### config.mk
export PLATFORM = sky130hd
export DESIGN_NAME = verinject_injection_scheduler
export DESIGN_NICKNAME = d
export VERILOG_FILES = /design/src/rtl/verinject_injection_scheduler.sv
export SDC_FILE = /design/constraint.sdc
export NUM_CORES = 1
export LEC_CHECK = 0
export CAP_MARGIN = 20
export CORE_MARGIN = 2
export CORE_UTILIZATION = 60
export CTS_BUF_LIST = sky130_fd_sc_hd__clkbuf_8
export CTS_CLUSTER_SIZE = 14
export DETAILED_ROUTE_END_ITERATION = 10
export PLACE_DENSITY_LB_ADDON = 0.1
export SLEW_MARGIN = 20
export SYNTH_ARGS = -nofsm -noshare
export SYNTH_HDL_FRONTEND = slang
export SYNTH_SLANG_ARGS = --single-unit
### constraint.sdc
create_clock -name clock -period 8.84 [get_ports clock]
set_clock_uncertainty 0.1 [all_clocks]
set_input_delay 1.768 -clock clock [delete_from_list [all_inputs] [get_ports clock]]
set_output_delay 1.768 -clock clock [all_outputs]
set_load 0.01 [all_outputs]
### src/rtl/verinject_injection_scheduler.sv
// Injection scheduler: drives the shared verinject__injector_state command bus
// that every injector decodes. Holds a small table of (run-cycle, bit-index)
// pairs. A run issues one FIFO-clear command, then replays each bit index on
// the bus for exactly one cycle at its scheduled run-cycle.
module verinject_injection_scheduler #(
  parameter int SLOTS      = 8,
  parameter int SLOTS_LOG2 = 3,
  parameter int CYCLE_W    = 32
) (
  input  logic                  clock,
  input  logic                  reset,
  input  logic                  cfg_write,
  input  logic [SLOTS_LOG2-1:0] cfg_slot,
  input  logic [CYCLE_W-1:0]    cfg_cycle,
  input  logic [31:0]           cfg_index,
  input  logic [SLOTS_LOG2:0]   cfg_count,
  output logic                  cfg_error,
  input  logic                  start,
  input  logic                  stop,
  input  logic                  clear_faults,
  output logic [31:0]           verinject__injector_state,
  output logic                  busy,
  output logic                  done,
  output logic [CYCLE_W-1:0]    run_cycle,
  output logic [SLOTS_LOG2:0]   late_count
);

  localparam logic [31:0]         BUS_IDLE  = 32'hFFFF_FFFF;
  localparam logic [31:0]         BUS_CLEAR = 32'hFFFF_FFFE;
  localparam logic [SLOTS_LOG2:0] SLOTS_CNT = (SLOTS_LOG2 + 1)'(SLOTS);

  typedef enum logic [1:0] {S_IDLE, S_CLEAR, S_RUN, S_DONE} state_t;

  state_t                r_state;
  logic [31:0]           r_bus;
  logic                  r_busy;
  logic                  r_done;
  logic                  r_cfg_error;
  logic [CYCLE_W-1:0]    r_run_cycle;
  logic [SLOTS_LOG2:0]   r_late_count;
  logic [SLOTS_LOG2:0]   r_count;  // entries in this run, already capped at SLOTS
  logic [SLOTS_LOG2:0]   r_ptr;    // next entry still to be issued

  logic [CYCLE_W-1:0]    r_tbl_cycle [SLOTS];
  logic [31:0]           r_tbl_index [SLOTS];

  logic [SLOTS_LOG2-1:0] w_ptr_idx;
  logic [CYCLE_W-1:0]    w_cur_cycle;
  logic [31:0]           w_cur_index;
  logic [CYCLE_W-1:0]    w_target_rc;
  logic                  w_pending;
  logic                  w_fire;
  logic                  w_late;
  logic [SLOTS_LOG2:0]   w_count_sat;
  logic                  w_cfg_reject;
  logic                  w_cfg_accept;

  assign w_ptr_idx    = r_ptr[SLOTS_LOG2-1:0];
  assign w_cur_cycle  = r_tbl_cycle[w_ptr_idx];
  assign w_cur_index  = r_tbl_index[w_ptr_idx];
  assign w_pending    = (r_ptr < r_count);
  assign w_count_sat  = (cfg_count > SLOTS_CNT) ? SLOTS_CNT : cfg_count;
  // Writes are refused while a run is in flight, and for indices that would
  // alias the two bus command codes.
  assign w_cfg_reject = cfg_write && (r_busy || (cfg_index >= BUS_CLEAR));
  assign w_cfg_accept = cfg_write && !w_cfg_reject;

  // Run-cycle that the next registered bus value belongs to: the CLEAR cycle
  // is followed by run-cycle 0, every RUN cycle by the following run-cycle.
  always_comb begin
    // NOTE: every combinational output gets a default first so no latch is inferred.
    w_target_rc = run_cycle_plus_one(r_run_cycle);
    if (r_state == S_CLEAR) w_target_rc = '0;
  end

  function automatic logic [CYCLE_W-1:0] run_cycle_plus_one(input logic [CYCLE_W-1:0] rc);
    return rc + CYCLE_W'(1);
  endfunction

  // An entry whose cycle has already passed is issued now and counted as late.
  assign w_fire = w_pending && (w_cur_cycle <= w_target_rc);
  assign w_late = (w_cur_cycle != w_target_rc);

  // Schedule table storage.
  // NOTE: the table is plain storage with no reset, so a reset never loses the programmed schedule.
  always_ff @(posedge clock) begin
    if (!reset && w_cfg_accept) begin
      r_tbl_cycle[cfg_slot] <= cfg_cycle;
      r_tbl_index[cfg_slot] <= cfg_index;
    end
  end

  // Control FSM with registered bus and status outputs.
  always_ff @(posedge clock) begin
    // NOTE: sequential state is updated with non-blocking assignments only.
    if (reset) begin
      r_state      <= S_IDLE;
      r_bus        <= BUS_IDLE;
      r_busy       <= 1'b0;
      r_done       <= 1'b0;
      r_cfg_error  <= 1'b0;
      r_run_cycle  <= '0;
      r_late_count <= '0;
      r_count      <= '0;
      r_ptr        <= '0;
    end else begin
      r_done      <= 1'b0;
      r_cfg_error <= w_cfg_reject;
      case (r_state)
        S_IDLE: begin
          r_bus <= BUS_IDLE;
          if (start) begin
            r_state      <= S_CLEAR;
            r_bus        <= BUS_CLEAR;
            r_busy       <= 1'b1;
            r_count      <= w_count_sat;
            r_late_count <= '0;
            r_ptr        <= '0;
          end else if (clear_faults) begin
            r_bus <= BUS_CLEAR;
          end
        end
        S_CLEAR, S_RUN: begin
          if (stop) begin
            r_state <= S_IDLE;
            r_bus   <= BUS_IDLE;
            r_busy  <= 1'b0;
          end else begin
            if (r_state == S_CLEAR) r_run_cycle <= '0;
            if (!w_pending) begin
              // Last entry went out this cycle (or there were none to send).
              r_state <= S_DONE;
              r_bus   <= BUS_IDLE;
              r_busy  <= 1'b0;
              r_done  <= 1'b1;
            end else begin
              r_state     <= S_RUN;
              r_run_cycle <= w_target_rc;
              if (w_fire) begin
                r_bus <= w_cur_index;
                r_ptr <= r_ptr + 1'b1;
                if (w_late) r_late_count <= r_late_count + 1'b1;
              end else begin
                r_bus <= BUS_IDLE;
              end
            end
          end
        end
        S_DONE: begin
          r_state <= S_IDLE;
          r_bus   <= BUS_IDLE;
        end
        default: begin
          r_state <= S_IDLE;
          r_bus   <= BUS_IDLE;
          r_busy  <= 1'b0;
        end
      endcase
    end
  end

  assign verinject__injector_state = r_bus;
  assign busy                      = r_busy;
  assign done                      = r_done;
  assign cfg_error                 = r_cfg_error;
  assign run_cycle                 = r_run_cycle;
  assign late_count                = r_late_count;

endmodule
* Yosys cells after proc, flatten, opt, wreduce, memory -nomap -nowiden
Memory sizes are Yosys's and may differ from the RTL's. A register that Yosys moved wholly into a read port is not among the register bits. Index checks and enable logic that the tools add are counted.
Word-level totals: word-level logic and storage cells 82, output and inout port bits 71, memories kept 2, register bits after elaboration 81, RAM bits 512, bits of input ports 77
Memories:
- r_tbl_cycle | words 8, width 32, read ports 1, clocked after Yosys merged registers in 1, write ports 1, RTL line 44 | logic [CYCLE_W-1:0] r_tbl_cycle [SLOTS];
- r_tbl_index | words 8, width 32, read ports 1, clocked after Yosys merged registers in 1, write ports 1, RTL line 45 | logic [31:0] r_tbl_index [SLOTS];
Operators by class: eq/ne operators 10, bitwise logic cells 2, reductions and logical operators 17, muxes and demuxes 35, order comparisons 4, $add $sub $neg 3
Operator list (count):
- 32-bit 2-to-1 mux | 6
- 32-bit one-hot mux with 3 select lines | 1
- 4-bit 2-to-1 mux | 9
- 32-bit by 1-bit adder with 32-bit output, second input constant | 1
- 32-bit >= comparator, second input constant | 1
- 32-bit less-or-equal comparator | 1
- 32-bit != test | 1
- 4-bit one-hot mux with 2 select lines | 2
- 3-bit 2-to-1 mux | 4
- 2-bit != test, second input constant | 5
- 1-bit 2-to-1 mux | 9
- 4-bit by 1-bit adder with 4-bit output, second input constant | 2
- 2-bit one-hot mux with 3 select lines | 1
- 3-bit AND reduction | 2
- 6-bit AND reduction | 1
- 5-bit AND reduction | 1
- 2-bit == test, second input constant | 2
- 4-bit greater-than comparator, second input constant | 1
- 1-bit logical AND | 4
- 4-bit < comparator | 1
- 2-bit 2-to-1 mux | 2
- 2-bit nonzero test | 2
- 3-bit != test, second input constant | 1
- 3-bit OR reduction | 1
- other kinds (8) | 10

* Longest topological paths before layout
Gate-level depths: netlist of run 1.
depth after elaboration 10, gate-level depth with buffers 17, mapped depth without buffers 16

* Worst setup path after synthesis of run 1
OpenSTA, ideal clock, no wires.
path kind input to register, start in cfg_index[2], end mem r_tbl_cycle[0][0], enable pin, cell stages on the path 6, arrival 7110 ps, setup slack 1051 ps, data required time 8161 ps, path through nand4_1 nor4_1 a21oi_1 and3_1 nor2b_1 nor3b_1
Between the ends: cells in the longest elaborated chain, start to end 8
RTL lines:
- from (decl) | RTL line 15 | input logic [31:0] cfg_index,
- 32-bit >= comparator | RTL line 65 | assign w_cfg_reject = cfg_write && (r_busy || (cfg_index >= BUS_CLEAR));
- 1-bit logical OR | RTL line 65
- 1-bit logical AND | RTL line 65
- 1-bit logical NOT | RTL line 66 | assign w_cfg_accept = cfg_write && !w_cfg_reject;
- 1-bit logical AND | RTL line 66
- 1-bit logical AND | RTL line 87 | if (!reset && w_cfg_accept) begin
- 1-bit 2-to-1 mux | RTL line 87
- 1-bit 2-to-1 mux (not written as such) | RTL line 88 | r_tbl_cycle[cfg_slot] <= cfg_cycle;
- to (decl) | RTL line 44
No other way between the ends.

==> metrics.md, run 1 <==
| Metric | Value |
|---|---|
| Status | complete, no violations |
| Netlist cell types | 59 |
| GRT Residual Overflow | 0 |
| Routability cong. | 0.833 |
| Clk_lat worst skew | 0.66 ns |
| Synth Instances | 1,337 |
| Pin count of the biggest net entering global routing | 58 |
| Chip Height | 204 µm |
| Mapped cell area | 24,000 µm² |
| Mux share of post-synthesis cell area | 0.143 |
| Critical Path AT | 5.33 ns |
| Most common cell in the netlist | edfxtp_1 |
| Chip Width | 204 µm |
| Dominant cell type by area after synthesis | edfxtp_1 |
| Vias in the first global route | 13,600 |
| DRC viols | 0 |
| Simple-Gate Fraction of Synth Area | 0.0587 |
| Drt wl/cell | 25.0 µm |
| LEAKAGE | 8.89 nW |
| Synth Area per Inst | 18.0 µm² |
| Total Nets Final | 1,657 |
| Max_cap viols | 0 |
| First drt pass iteration count | 5 |
| Final Cycle Share | 0.549 |
| Root Driver | clkbuf_8 |
| Synth Flop Type | edfxtp_1 |
| Final Hold Fails | 0 |
| Total track usage | 0.266 |
| Share of cells above drive strength 1 | 0.211 |
| Final-layout fill cell count | 2,583 |
| Main area contributors after synthesis | edfxtp_1 64%, mux4_2 12%, dfxtp_1 7.0%, ha_1 2.2%, mux2_2 1.5% |
| CP top delay family | simple AND/OR/NAND/NOR gates |
| Max VDD drop | 0.000154 V |
| First-pass GRT wire length | 81,000 µm |
| Post-route ant nets | 0 |
| Final setup viols | 0 |
| Slew headroom | 0.261 |
| CP Class | flip-flop to flip-flop |
| Worst path slowest cell | dfxtp_4 |
| # H-tree levels | 3 |
| Total wire length | 53,600 µm |
| # IOs | 148 |
| Seq/Total Area, Yosys | 0.711 |
| CTS buffer count | 93 |
| Vias per cell | 6.09 |
| Synth-to-Final Area Change | 16.2% |
| Hold Crit Class | flip-flop to flip-flop |
| Initial core utilization | 0.606 |
| FF/Latch Area | 17,100 µm² |
| Worst-Margin Slew | 1.11 ns |
| Slew Viols, Final | 0 |
| Post-synth EDFFs | 512 |
| Die Area | 41,600 µm² |
| Clock Sink Count | 596 |
| RSZ-0062 raised after global routing | false |
| Largest family of logic cells by synthesized area | multiplexers |
| Adder and majority gate portion of the synthesized area | 0.0219 |
| Crit-path max cell delay | 0.88 ns |
| Post-DP HPWL | 31,000 µm |
| Initial DRC Count | 1,090 |
| PostCTS Resize Cnt | 0 |
| CP required | 9.32 ns |
| # hold bufs at CTS | 0 |
| Clock Path Buffers | 3 |
| Worst-path maximum fanout | 41 |
| Compound-Gate Fraction of Synth Area | 0.0408 |
| Core area | 39,600 µm² |
| Yosys warning count | 0 |
| CP endpoint kind | flip-flop |
| Clock slew at reported path FFs | 0.06 ns |
| Syn Nets | 1,456 |
| Synth Register Bits | 596 |
| Fmax | 206 MHz |
| Crit path time final | 4.85 ns |
| Initial antenna violation count | 5 |
| CP Launch Type | flip-flop |
| Total number of vias | 13,100 |
| Setup TNS | 0 ns |
| Placed cells | 1,968 |
| CTS tree | built |
| Area occupied by multi-input gates | 6650 µm² |
| Ys async rst share | 0 |
| Final instance count without filler cells | 2,143 |
| Setup Buffers After CTS | 0 |
| Synth Area in XOR/XNOR | 0.0106 |
| Port Buf Inserts | 147 |
| Synth top area share | 0.641 |
| Number of core rows | 73 |
| PD cells | 203 nW/µm² |
| Post-synth top cells | 512 x edfxtp_1, 128 x mux4_2, 84 x dfxtp_1 |
| Worst path bufs/invs | 1 |
| CP cell instances | buf_4 > mux4_2 > mux2_2 > ha_1 > and4_1 > nand2b_1 > a211o_1 > o211ai_1 > or4_1 > or3_1 > a21boi_1 |
-- cells by family after synthesis --
group,after synthesis
and+or+nand+nor,252
AOI/OAI and AO/OA,154
xor gates and xnor gates,29
muxes,180
DFF,596
buffers and inverters,84
adders and majority gates,42
-- stage by stage --
| step | hold WS [ns] | util | total power [mW] | area [µm²] | setup WS, ns |
|---|---|---|---|---|---|
| floorplan | 0.336 | - | 3.33 | 24000 | 1.05 |
| global placement | 0.344 | 0.658 | 3.50 | 26100 | 3.46 |
| detailed placement | 0.356 | 0.658 | 3.51 | 26100 | 3.39 |
| CTS | 0.363 | 0.704 | 5.71 | 27900 | 3.86 |
| global route | 0.418 | 0.704 | 5.86 | 27900 | 3.53 |
| finish | 0.375 | 0.704 | 5.66 | 27900 | 3.99 |
-- final timing paths --
kind | from | end | slack [ns] | depth (start not counted)
worst max-delay path | flip-flop | late_count[3] | 3.99 | 11
worst min-delay path | r_count[3] | r_count[3] | 0.38 | 2
worst max register to register | flip-flop | late_count[3] | 3.99 | 11
worst min register to register | r_count[3] | r_count[3] | 0.38 | 2
-- flip-flops by register name, summed over array words and instances (netlist names), named ones only --
register,flops
r_tbl_index,256
r_count,4
verinject__injector_state,32
busy,1
r_tbl_cycle,256
late_count,4
done,1
cfg_error,1
r_state,2
r_ptr,4
run_cycle,32
-- layout make-up --
class                           instances  share of cell area
Sequential cell                       596               0.612
Multi-Input combinational cell        657               0.238
Timing Repair Buffer                  173              0.0595
Clock buffer                          102              0.0503
Tap cell                              525              0.0235
Clock inverter                         72              0.0143
Inverter                               17             0.00229
Antenna cell                            1           0.0000897
-- worst register-to-register path, stage by stage (launching register included) --
cell and delay [ns]:
dfxtp_4 0.88, buf_4 0.79, mux4_2 0.60, mux2_2 0.33, ha_1 0.34, and4_1 0.17, nand2b_1 0.12, a211o_1 0.12
o211ai_1 0.14, or4_1 0.66, or3_1 0.40, a21boi_1 0.14
-- power breakdown --
group	total [mW]	internal, mW	leakage, nW	switching [mW]
combinational	0.322	0.128	2.55	0.194
clock	2.21	1.16	1.04	1.06
sequential	3.13	3.11	5.31	0.0216
total	5.66	4.39	8.89	1.27
-- layout by cell type (no fill, tap or decap), types with 4 or more instances in the layout --
cell | synthesis | final
clkdlybuf4s50_1 | 0 | 146
or2_2 | 12 | 12
nand2_1 | 51 | 51
nand3_1 | 20 | 20
and3b_4 | 0 | 4
dfxtp_1 | 84 | 81
a21oi_1 | 62 | 62
mux2i_1 | 21 | 21
a31oi_1 | 18 | 18
a21o_1 | 6 | 6
nor3b_1 | 6 | 4
o21ai_0 | 18 | 17
nor2_1 | 37 | 37
a22o_1 | 7 | 7
and4_1 | 4 | 4
and3_1 | 6 | 4
edfxtp_1 | 512 | 512
nor4_1 | 7 | 7
xnor2_1 | 16 | 16
buf_4 | 0 | 26
mux2_2 | 31 | 31
nor2b_1 | 19 | 19
nor3_1 | 14 | 13
or3_1 | 17 | 17
clkinv_1 | 0 | 20
nand2b_1 | 19 | 19
a211o_1 | 17 | 17
nand4_1 | 20 | 20
clkbuf_8 | 0 | 102
inv_1 | 17 | 50
xor2_1 | 13 | 13
clkinv_2 | 0 | 9
mux4_2 | 128 | 128
ha_1 | 42 | 42
-- per-layer routing --
| metal | part of all wire | up-vias | track usage | wire, µm |
|---|---|---|---|---|
| li1 | - | 5808 | - | - |
| met1 | 0.41 | 6676 | 0.362 | 21700 |
| met2 | 0.50 | 467 | 0.430 | 26700 |
| met3 | 0.071 | 94 | 0.0571 | 3800 |
| met4 | 0.025 | 8 | 0.0950 | 1370 |
| met5 | 0.00091 | - | 0 | 49 |
Note: power is estimated with default switching activity, not from simulation.
==> run 2: changes to the inputs <==
==> constraint.sdc (replaced) <==
create_clock -name clock -period 4.9 [get_ports clock]
set_clock_uncertainty 0.1 [all_clocks]
set_input_delay 0.98 -clock clock [delete_from_list [all_inputs] [get_ports clock]]
set_output_delay 0.98 -clock clock [all_outputs]
set_load 0.01 [all_outputs]
==> metrics.md, run 2 (synthesis results as in run 1) <==
| Metric | Value |
|---|---|
| Status | complete, no violations |
| Final Cycle Share | 0.940 |
| FF/Latch Area | 17,100 µm² |
| CP Launch Type | flip-flop |
| Vias in the first global route | 13,400 |
| Post-DP HPWL | 31,700 µm |
| Crit-path max cell delay | 0.45 ns |
| CP endpoint kind | flip-flop |
| Net Switching | 2.25 mW |
| M1 wire length | 21,500 µm |
| Hold Crit Class | flip-flop to flip-flop |
| Critical Path AT | 5.01 ns |
| Total wire length | 53,000 µm |
| Top flop regs | r_tbl_cycle: 256 flops, r_tbl_index: 256 flops |
| Number of core rows | 73 |
| Slew Viols, Final | 0 |
| Share of cells above drive strength 1 | 0.218 |
| Hold endpoint | r_count[3] |
| Fmax | 217 MHz |
| Final instance count without filler cells | 2,159 |
| Drt wl/cell | 24.5 µm |
| Worst path slowest cell | dfxtp_1 |
| Worst-Margin Slew | 1.12 ns |
| DP Worst Slack | 0.352 ns |
| Final Power | 10.1 mW |
| Hold Crit Start | r_count[3] |
| Routability cong. | 0.863 |
| Internal | 7.88 mW |
| Metal3 WL | 4190 µm |
| Synth-to-Final Area Change | 17.3% |
| Initial core utilization | 0.606 |
| CTS tree | built |
| Root Driver | clkbuf_8 |
| Setup TNS | 0 ns |
| Max_cap viols | 0 |
| Die Area | 41,600 µm² |
| Reg-to-reg startpoint | run_cycle[15] |
| Chip Width | 204 µm |
| CP cell instances | and4_1 > nand4_1 > nor4_4 > and3_1 > nand3_4 > xnor2_1 > nand2b_1 > ha_1 > nand4_1 > nand2b_1 > nor3_1 > o31a_1 > o21a_1 > nor2_1 > buf_4 > a31oi_1 |
| Initial antenna violation count | 4 |
| R2r endpoint | verinject__injector_state[11] |
| Slack of the critical path | 0.295 ns |
| First-pass GRT wire length | 79,400 µm |
| Vias per cell | 6.09 |
| Most frequent cells in the layout | 512 x edfxtp_1, 147 x clkdlybuf4s50_1, 128 x mux4_2, 110 x clkbuf_8, 81 x dfxtp_1 |
| Hold-critical path depth | 2 |
| Chip Height | 204 µm |
| Final-layout fill cell count | 2,552 |
| GRT Residual Overflow | 0 |
| Core area | 39,600 µm² |
| Slew headroom | 0.253 |
| Crit path time final | 4.60 ns |
| Clock share of power | 0.384 |
| Port Buf Inserts | 147 |
| Worst R2R Setup Slack | 0.30 ns |
| Seq pwr share | 0.556 |
| Final Hold Fails | 0 |
| # hold bufs at CTS | 0 |
| DRC viols | 0 |
| CTS buffer count | 94 |
| First drt pass iteration count | 7 |
| Most common cell after layout, fill and taps aside | edfxtp_1 |
| CP required | 5.31 ns |
| R2R depth | 16 |
| Top layer in use | met5 |
| Total track usage | 0.261 |
| Placed cells | 1,985 |
| Worst-path maximum fanout | 15 |
| Clock Path Buffers | 3 |
| Area occupied by multi-input gates | 6660 µm² |
| Final setup viols | 0 |
| Setup Buffers After CTS | 0 |
| Metal2 WL | 25,800 µm |
| PostCTS Resize Cnt | 0 |
| # IOs | 148 |
| Logic pwr share | 0.060 |
| Total number of vias | 13,200 |
| Clk_lat worst skew | 0.66 ns |
| PD cells | 360 nW/µm² |
| Final Instance Area | 28,200 µm² |
| Pin count of the biggest net entering global routing | 61 |
| RSZ-0062 raised after global routing | false |
| CP Class | flip-flop to flip-flop |
| DP Area | 26,400 µm² |
| Max VDD drop | 0.000243 V |
| Switching share of power | 0.222 |
| Initial DRC Count | 1,127 |
| Total Nets Final | 1,675 |
| Clock Sink Count | 596 |
| LEAKAGE | 9.02 nW |
| # H-tree levels | 3 |
| Clock slew at reported path FFs | 0.06 ns |
| Post-route ant nets | 0 |
run 2: critical path, delay by kind of cell (launching register included):
kind | cells | cell delay [ns]
AND/OR/NAND/NOR | 10 | 2.42
XOR/XNOR | 1 | 0.17
flip-flops | 1 | 0.45
adder cells (fa/ha/maj) | 1 | 0.29
buffers and inverters | 1 | 0.26
AO/OA/AOI/OAI | 3 | 0.78
run 2: final cells by class:
cell class,count,area share
Sequential cell,596,0.606
Multi-Input combinational cell,657,0.236
Timing Repair Buffer,190,0.0690
Clock buffer,110,0.0537
Tap cell,525,0.0233
Clock inverter,61,0.00897
Inverter,17,0.00227
Antenna cell,3,0.000267
run 2: power by group through the flow:
stage	combinational (mW)	clock [mW]	sequential, mW
after detailed placement	0.603	0	5.74
after CTS	0.606	3.96	5.64
after floorplan	0.249	0	5.76
after global placement	0.591	0	5.74
final	0.604	3.89	5.64
after global routing	0.651	4.17	5.64
run 2: per-layer routing:
layer	global-route usage	up-vias
met1	0.361	6733
met3	0.0579	88
met4	0.101	4
met5	0	-
met2	0.413	490
li1	-	5843
run 2: worst max-delay path by stage:
stage	end	startpoint	depth (start not counted)
after floorplan	r_tbl_cycle[0][0]	cfg_index[2]	6
after global placement	verinject__injector_state[11]	run_cycle[0]	16
after detailed placement	verinject__injector_state[22]	run_cycle[15]	16
after CTS	verinject__injector_state[11]	run_cycle[15]	16
after global routing	verinject__injector_state[11]	run_cycle[15]	16
final	verinject__injector_state[11]	run_cycle[15]	16
run 2: per-stage QoR:
stage | hold slack (ns) | util
after floorplan | 0.336 | -
after global placement | 0.343 | 0.666
after detailed placement | 0.347 | 0.666
after CTS | 0.354 | 0.710
after global routing | 0.392 | 0.710
final | 0.355 | 0.711
==> run 3: changes to the inputs <==
--- a/config.mk
+++ b/config.mk
@@ -7,7 +7,7 @@
 export LEC_CHECK = 0
 export CAP_MARGIN = 20
 export CORE_MARGIN = 2
-export CORE_UTILIZATION = 60
+export CORE_UTILIZATION = 56
 export CTS_BUF_LIST = sky130_fd_sc_hd__clkbuf_8
 export CTS_CLUSTER_SIZE = 14
 export DETAILED_ROUTE_END_ITERATION = 10
==> constraint.sdc (replaced) <==
create_clock -name clock -period 4 [get_ports clock]
set_clock_uncertainty 0.1 [all_clocks]
set_input_delay 0.8 -clock clock [delete_from_list [all_inputs] [get_ports clock]]
set_output_delay 0.8 -clock clock [all_outputs]
set_load 0.01 [all_outputs]
==> metrics.md, run 3 (synthesis results as in run 1) <==
| Metric | Value |
|---|---|
| Crit-path max cell delay | 0.56 ns |
| Slew Viols, Final | 0 |
| CP cell instances | clkbuf_4 > buf_4 > mux4_2 > mux2_2 > ha_1 > a21oi_1 > o21ai_0 > a221o_1 > o31a_1 > or4_4 > or3_1 > a21boi_1 |
| DP Worst Slack | -0.0885 ns |
| CP top delay family | compound AO/OA/AOI/OAI gates |
| Most frequent cells in the layout | 512 x edfxtp_1, 146 x clkdlybuf4s50_1, 128 x mux4_2, 102 x buf_4, 98 x clkbuf_8 |
| DRC viols | 0 |
| CP Launch Type | flip-flop |
| Final setup viols | 0 |
| PD cells | 424 nW/µm² |
| GRT Residual Overflow | 0 |
| Worst-Margin Slew | 0.863 ns |
| Port Buf Inserts | 147 |
| Crit path time final | 3.91 ns |
| Status | complete, no violations |
| CP endpoint kind | flip-flop |
| Number of core rows | 75 |
| LEAKAGE | 9.53 nW |
| CP required | 4.47 ns |
| Max_cap viols | 0 |
| First-pass GRT wire length | 81,800 µm |
| Clk_lat worst skew | 0.64 ns |
| Clock Sink Count | 596 |
| CTS buffer count | 92 |
| Top flop regs | r_tbl_cycle: 256 flops, r_tbl_index: 256 flops |
| CP Class | flip-flop to flip-flop |
| Share of cells above drive strength 1 | 0.271 |
| Total track usage | 0.251 |
| Chip Width | 211 µm |
| Vias in the first global route | 13,900 |
| Max VDD drop | 0.000306 V |
| CTS tree | built |
| Initial antenna violation count | 4 |
| Critical Path AT | 4.38 ns |
| Pin count of the biggest net entering global routing | 59 |
| Initial core utilization | 0.570 |
| Total Nets Final | 1,765 |
| RSZ-0062 raised after global routing | true |
| Vias per cell | 5.92 |
| Worst path bufs/invs | 2 |
| Worst-path maximum fanout | 5 |
| First drt pass iteration count | 5 |
| Chip Height | 211 µm |
| Core area | 42,100 µm² |
| Post-DP HPWL | 34,300 µm |
| Clock Path Buffers | 3 |
| Fmax | 256 MHz |
| Most common cell after layout, fill and taps aside | edfxtp_1 |
| Worst path slowest cell | or4_4 |
| # H-tree levels | 3 |
| # hold bufs at CTS | 0 |
| Root Driver | clkbuf_8 |
| # IOs | 148 |
| Total wire length | 54,400 µm |
| Slack of the critical path | 0.0923 ns |
| Fin util | 0.691 |
| Clock slew at reported path FFs | 0.06 ns |
| Routability cong. | 0.852 |
| Setup TNS | 0 ns |
| Synth-to-Final Area Change | 21.3% |
| Final Cycle Share | 0.977 |
| Total number of vias | 13,400 |
| Slew headroom | 0.425 |
| Hold Crit Class | flip-flop to flip-flop |
| Initial DRC Count | 899 |
| Final Hold Fails | 0 |
| Final Power | 12.3 mW |
| Post-route ant nets | 0 |
| Drt wl/cell | 24.1 µm |
| Die Area | 44,500 µm² |
[run 3: cell types whose count changed in the layout (fill, tap and decap cells not counted), moves of 3 or more]
cell,previous run,this run
buf_4,31,102
buf_12,12,30
clkbuf_8,110,98
dfxtp_1,81,72
dfxtp_2,0,7
clkinv_2,6,11
clkinv_1,17,21
and4_1,4,1
and4_4,0,3
inv_1,52,49
[run 3: area by class of cell]
type | count | area [µm²]
tap | 539 | 674
fill | 2807 | 13000
sequential | 596 | 17100
clock inverter | 67 | 323
timing repair buffer | 282 | 2860
multi-input combinational | 657 | 6760
antenna | 2 | 5.00
inverter | 17 | 63.8
clock buffer | 98 | 1350
[run 3: metal layers]
| layer | routed length [µm] | track usage | vias up |
|---|---|---|---|
| met4 | 1240 | 0.0857 | 4 |
| met3 | 3000 | 0.0459 | 85 |
| li1 | - | - | 6027 |
| met5 | 23 | 0 | - |
| met1 | 23100 | 0.338 | 6855 |
| met2 | 27100 | 0.416 | 386 |
[run 3: report_power, final]
part / switching [mW] / leakage (nW) / total [mW] / internal (mW)
sequential: 0.0381 / 5.31 / 6.90 / 6.86
clock: 2.26 / 0.984 / 4.64 / 2.38
combinational: 0.455 / 3.23 / 0.797 / 0.342
[run 3: stage by stage]
step | hold WS (ns) | cell area, µm² | std cells
after floorplan | 0.336 | 24100 | 1337
after global placement | 0.344 | 27200 | 2081
after detailed placement | 0.351 | 27200 | 2081
after CTS | 0.359 | 28900 | 2246
after global routing | 0.392 | 29100 | 2257
final | 0.355 | 29100 | 2258
[run 3: timing repair]
item	4_1_cts	5_1_grt
endpoints found under the setup margin	5	41
buffers inserted	0	10
pin swaps	1	10
resized for setup	3	21
[run 3: path summary, 6_finish.rpt]
kind	depth (start not counted)	end	slack [ns]	startpoint
max	12	late_count[3]	0.09	flip-flop
min	2	r_count[3]	0.35	r_count[3]
max reg2reg	12	late_count[3]	0.09	flip-flop
min reg2reg	2	r_count[3]	0.35	r_count[3]
[run 3: worst min-delay path, cell delays in order (launching register included)]
cell and delay, ns:
dfxtp_1 0.31, nand2_1 0.05, a21oi_1 0.05
